## src/rtl/cnn_pkg.sv

```systemverilog
// Shared definitions for the CNN datapath blocks.
//   state_t : post-processing FSM state encoding
//   ACT_W   : activation width (int8)
//   ACT_MAX : largest activation after ReLU + saturation
package cnn_pkg;

   localparam int unsigned ACT_W   = 8;
   localparam int          ACT_MAX = 127;

   typedef enum logic [2:0] {
      IDLE  = 3'd0,
      LOAD  = 3'd1,
      WAIT  = 3'd2,
      RUN   = 3'd3,
      DRAIN = 3'd4,
      DONE  = 3'd5
   } state_t;

endpackage

```

## src/rtl/requant_unit.sv

```systemverilog
// Combinational requantiser: bias add, ReLU, right shift, saturation to int8.
// Optional feature macro: POSTPROC_ROUND_EN (round-half-up before the shift).
// Ports:
//   acc  : signed accumulator value (ACC_W)
//   bias : signed int8 bias, aligned internally by BIAS_SHL
//   q_c  : requantised activation, 0..ACT_MAX
module requant_unit
   import cnn_pkg::*;
#(
   parameter int unsigned ACC_W    = 20,
   parameter int unsigned BIAS_SHL = 7,
   parameter int unsigned SHIFT    = 7
) (
   input  logic signed [ACC_W-1:0] acc,
   input  logic signed [ACT_W-1:0] bias,
   output logic signed [ACT_W-1:0] q_c
);

   // Two guard bits cover the bias add without overflow.
   localparam int unsigned S_W = ACC_W + 2;

   logic signed [S_W-1:0] acc_x;
   logic signed [S_W-1:0] bias_x;
   logic signed [S_W-1:0] s;
   logic signed [S_W-1:0] r;
   logic signed [S_W-1:0] t;

   always_comb begin
      acc_x  = S_W'(acc);
      bias_x = S_W'(bias) <<< BIAS_SHL;
      s      = acc_x + bias_x;
      r      = s[S_W-1] ? '0 : s;
`ifdef POSTPROC_ROUND_EN
      t      = (r + (S_W'(1) <<< (SHIFT - 1))) >>> SHIFT;
`else
      t      = r >>> SHIFT;
`endif
      q_c    = (t > S_W'(ACT_MAX)) ? ACT_W'(ACT_MAX) : t[ACT_W-1:0];
   end

endmodule

```

## src/rtl/conv_postproc.sv

```systemverilog
// Conv post-processing: per output channel, fetches the bias from the bias ROM,
// then requantises PIX accumulator beats into int8 activations.
// Optional feature macro: POSTPROC_ROUND_EN (passed through to requant_unit).
// Ports:
//   clk, rst          : clock, synchronous active-high reset
//   start             : 1-cycle pulse, begins an OC+1 channel pass (ignored unless idle)
//   acc_in/valid/ready: accumulator stream from the MAC array
//   out_c, c_load     : bias ROM address and load strobe
//   bias              : bias from ROM, valid 1 cycle after c_load
//   q_out/valid/ready : activation stream to pooling / feature-map buffer
//   busy, done        : pass in progress, 1-cycle completion pulse
module conv_postproc
   import cnn_pkg::*;
#(
   parameter int unsigned OC       = 7,
   parameter int unsigned PIX      = 576,
   parameter int unsigned ACC_W    = 20,
   parameter int unsigned BIAS_SHL = 7,
   parameter int unsigned SHIFT    = 7
) (
   input  logic                    clk,
   input  logic                    rst,
   input  logic                    start,
   input  logic signed [ACC_W-1:0] acc_in,
   input  logic                    acc_valid,
   output logic                    acc_ready,
   output logic [3:0]              out_c,
   output logic                    c_load,
   input  logic signed [ACT_W-1:0] bias,
   output logic signed [ACT_W-1:0] q_out,
   output logic                    q_valid,
   input  logic                    q_ready,
   output logic                    busy,
   output logic                    done
);

   localparam int unsigned CH_W  = 4;
   localparam int unsigned PIX_W = (PIX > 1) ? $clog2(PIX) : 1;

   state_t                  state, state_n;
   logic [CH_W-1:0]         ch, ch_n;
   logic [PIX_W-1:0]        pix, pix_n;
   logic signed [ACT_W-1:0] bias_r;
   logic signed [ACT_W-1:0] q_next_c;
   logic                    beat_c;

   // Upstream may only advance while the output slot is free or retiring.
   assign acc_ready = (state == RUN) && (!q_valid || q_ready);
   assign beat_c    = acc_valid && acc_ready;

   requant_unit #(
      .ACC_W   (ACC_W),
      .BIAS_SHL(BIAS_SHL),
      .SHIFT   (SHIFT)
   ) u_requant (
      .acc (acc_in),
      .bias(bias_r),
      .q_c (q_next_c)
   );

   // Next-state and counter logic.
   always_comb begin
      state_n = state;
      ch_n    = ch;
      pix_n   = pix;
      case (state)
         IDLE: begin
            if (start) begin
               state_n = LOAD;
               ch_n    = '0;
               pix_n   = '0;
            end
         end
         LOAD: state_n = WAIT;
         WAIT: state_n = RUN;
         RUN: begin
            if (beat_c) begin
               if (pix == PIX_W'(PIX - 1)) begin
                  pix_n = '0;
                  if (ch == CH_W'(OC)) begin
                     state_n = DRAIN;
                  end else begin
                     ch_n    = ch + CH_W'(1);
                     state_n = LOAD;
                  end
               end else begin
                  pix_n = pix + PIX_W'(1);
               end
            end
         end
         DRAIN: begin
            if (!q_valid) state_n = DONE;
         end
         DONE:    state_n = IDLE;
         default: state_n = IDLE;
      endcase
   end

   // State, counters and registered outputs (decoded from the next state).
   always_ff @(posedge clk) begin
      if (rst) begin
         state   <= IDLE;
         ch      <= '0;
         pix     <= '0;
         bias_r  <= '0;
         out_c   <= '0;
         c_load  <= 1'b0;
         busy    <= 1'b0;
         done    <= 1'b0;
         q_out   <= '0;
         q_valid <= 1'b0;
      end else begin
         state  <= state_n;
         ch     <= ch_n;
         pix    <= pix_n;
         out_c  <= ch_n;
         c_load <= (state_n == LOAD);
         busy   <= (state_n != IDLE);
         done   <= (state_n == DONE);
         // ROM output has settled by the WAIT cycle; hold it for the channel.
         if (state == WAIT) bias_r <= bias;
         if (beat_c) begin
            q_out   <= q_next_c;
            q_valid <= 1'b1;
         end else if (q_ready) begin
            q_valid <= 1'b0;
         end
      end
   end

endmodule

```

## config.mk

```make
export PLATFORM = sky130hd
export DESIGN_NAME = conv_postproc
export DESIGN_NICKNAME = d
export VERILOG_FILES = /design/src/rtl/cnn_pkg.sv /design/src/rtl/requant_unit.sv /design/src/rtl/conv_postproc.sv
export SDC_FILE = /design/constraint.sdc
export NUM_CORES = 1
export LEC_CHECK = 0
export BUFFER_PORTS_ARGS = -buffer_cell sky130_fd_sc_hd__buf_2
export CORE_MARGIN = 8
export CORE_UTILIZATION = 54
export CTS_BUF_LIST = sky130_fd_sc_hd__clkbuf_4
export CTS_CLUSTER_DIAMETER = 150
export DETAILED_ROUTE_END_ITERATION = 10
export PLACE_DENSITY = 0.88
export SYNTH_ARGS = -nofsm -noshare
export SYNTH_HDL_FRONTEND = slang
export SYNTH_HIERARCHICAL = 1
export SYNTH_SLANG_ARGS = --single-unit
```

## constraint.sdc

```tcl
create_clock -name clk -period 3.1 [get_ports clk]
set_clock_uncertainty 0.2 [all_clocks]
set_input_delay 0.155 -clock clk [delete_from_list [all_inputs] [get_ports clk]]
set_output_delay 0.155 -clock clk [all_outputs]
set_load 0.03 [all_outputs]
```

==> results.cfg <==
[power_and_ir_drop]
power_density_nw_per_um2 = 391
ir_drop_v = 0.000172
p_int_w = 0.000780
p_leak_nw = 1.18
power_frac_clock_pct = 30.4
power.switching_w = 0.000317
swShare_pct = 28.9
share_comb_of_total_power_pct = 23.8
seqPwrFrac_pct = 45.8

[synthesis]
netlist_area_um2 = 2410
synthTopCellsByArea = dfxtp_1, ha_1, nor2_1
synth_xor_area_share_pct = 6.17
yosys.area_share.simple_pct = 24.9
synth_edf_count = 0
yosysTopAreaCell = dfxtp_1
synth-seq-area-share_pct = 30.7
ys_types = 64
synth_top_family_by_area = simple AND/OR/NAND/NOR gates
ys_ff_latch = 37
muxShareOfSynthArea_pct = 3.78
synthAdderAreaFrac_pct = 8.60
synthCells = 285
async_flop_share_pct = 0
synth_common_cells = nor2_1, dfxtp_1, nand2_1
syn_area_per_cell_um2 = 8.47
synth_warnings = 6
yosys.area.top_type_share_pct = 30.7
synth_most_common_cell = nor2_1
syn_nets = 334
ys.flop_type = dfxtp_1
synth_compound_area_share_pct = 22.0

[placed_design]
gp_congestion = 0.800
dp_hpwl_um = 4100
dp_slack_ns = 0.292
dp.cells = 370
port_buffers = 42
placed_cell_area_um2 = 2640

[sta]
maxSlewViolCount = 0
post-route-period-util_pct = 93.5
fin_ws_ns = 0.201
hold_violations = 0
rsz0062_at_grt = no
slew_headroom_pct = 44.8
setup_tns_ns = 0
timing.fmax_mhz = 345
fin_crit_ns = 2.90
tightest_slew_ns = 0.822
setup_viol = 0

[worst_setup_path]
critPathTopFamily = simple AND/OR/NAND/NOR gates
worstPathRequired_ns = 3.12
arrival_ns = 2.92
crit_fanout = 7
end_kind = register
startpoint_type = register
crit_type = register to register
crit_slowest_cell = nor4_2
path_cells = ha_1, inv_1, fa_1, nor2b_2, o2111ai_2, nand2_1, a2111oi_2, nor4_2, a31oi_1, nand2_1, a21oi_1
critPathMaxStageDelay_ns = 0.60
cp_num_buf_inv = 1
cpMostUsedCell = nand2_1

[hold_path]
hold_path_class = input port to register

[global_routing]
grtUsageMet3_pct = 4.20
met2_usage_pct = 29.1
grt_pass1_vias = 2237
track_usage_pct = 15.5
busiest_layer = met2
antenna_found_initial = 0
grt_max_degree = 27
grt_pass1_wl_um = 9400
overflow = 0
met1_usage_pct = 16.0

[cells_and_area]
stdcell_count = 387
n_fill_cell = 355
antenna_cells = 0
final_area_um2 = 2810
area_growth_pct = 16.4
fin_nets = 383
layout-drive-gt1-share_pct = 21.2

[clock_tree]
cts_hold_buf = 9
cts_setup_buffers = 0
clk_path_buf_depth = 2
cts_resized = 0
root_buffer = clkbuf_4
cts.htree.levels = 2
clkSinkCount = 37
cts.clk_slew.worst_paths_ns = 0.11
cts_tree = done
insertion_delay_ns = 0.34
cts_buffers = 5

[floorplan]
rows = 24
start_util_pct = 55.8
die_w_um = 82.9
die_h_um = 82.9
ios = 50
core_area_um2 = 4320
die_area_um2 = 6870

[route]
vias = 2237
antenna_left = 0
drc = 0
wl_per_cell_um = 14.0
drt_wl_total_um = 5440
viasPerCell = 5.78
first_iter_violations = 74
drt-pass1-iter-count = 4

[outcome]
outcome = finished, final reports clean

[job]
drv_cap = 0
-- registers in the layout (all words and copies together), names as in the netlist --
signal,flops
pix,10
bias_r,8
q_out,8
ch,4
state,3
busy,1
c_load,1
done,1
q_valid,1
-- area by class of cell --
| type | count | area [um2] | share of cell area (%) |
|---|---|---|---|
| Clock buffer | 6 | 45.0 | 1.60 |
| Clock inverter | 2 | 33.8 | 1.20 |
| Inverter | 7 | 26.3 | 0.935 |
| Multi-Input combinational cell | 230 | 1580 | 56.4 |
| Sequential cell | 37 | 741 | 26.4 |
| Tap cell | 52 | 65.1 | 2.32 |
| Timing Repair Buffer | 53 | 315 | 11.2 |
-- cell usage in the layout (no fill, tap or decap), drive strengths merged, types with 2 or more instances in the layout --
cell type and count:
buf 44, nor2 39, dfxtp 37, nand2 26, a21oi 21, ha 15, a31oi 10, xnor2 9
dlygate4sd3 9, xor2 8, mux2i 8, nand3 8, inv 7, nor3 7, clkbuf 6, nor2b 6
o21ai 6, a21o 6, nor3b 5, nand2b 4, nand4 4, o21bai 4, a211oi 3, or3 3
o21a 3, nor4 3, nand3b 2, and3b 2, and3 2, and2 2, o211ai 2, a2111oi 2
a32oi 2, o2111ai 2
-- routing by layer --
metal / wire (um) / vias up
li1: - / 1125
met1: 2290 / 1061
met2: 2840 / 46
met3: 236 / 5
met4: 67 / 0
met5: 0 / -
-- power groups by stage --
stage / Sequential, W / Combinational [W] / Clock [W]
floorplan: 0.000521 / 0.000187 / 0
global placement: 0.000513 / 0.000239 / 0
detailed placement: 0.000514 / 0.000247 / 0
CTS: 0.000503 / 0.000259 / 0.000341
global route: 0.000505 / 0.000287 / 0.000363
finish: 0.000503 / 0.000262 / 0.000333
-- worst reg2reg max path, stage by stage, from the launching register on --
cell	delay, ns
dfxtp_1	0.36
ha_1	0.21
inv_1	0.07
fa_1	0.41
nor2b_2	0.18
o2111ai_2	0.17
nand2_1	0.16
a2111oi_2	0.09
nor4_2	0.60
a31oi_1	0.20
nand2_1	0.10
a21oi_1	0.06
-- final timing paths --
check        startpoint        to  slack (ns)  depth (start not counted)
min reg2reg    q_out[6]  q_out[6]        0.26                          2
min           acc_valid  state[0]        0.02                          3
max           bias_r[0]  q_out[3]        0.20                         11
max reg2reg   bias_r[0]  q_out[3]        0.20                         11
-- metrics by stage --
step	hold WS [ns]	util, %	total power, W
3_5_place_dp	0.201	61.1	0.000760
3_3_place_gp	0.190	61.1	0.000752
6_report	0.0235	65.0	0.00110
2_1_floorplan	0.103	-	0.000708
4_1_cts	0.0186	65.0	0.00110
5_1_grt	0.0339	65.0	0.00116
-- cell families after synthesis --
logic type / after synthesis
mux: 9
simple gates: 116
buf+inv: 18
compound gates: 71
flops: 37
xor+xnor: 17
fa+ha+maj: 16
other cells: 1
No activity file was read; power rests on OpenSTA's default activity.
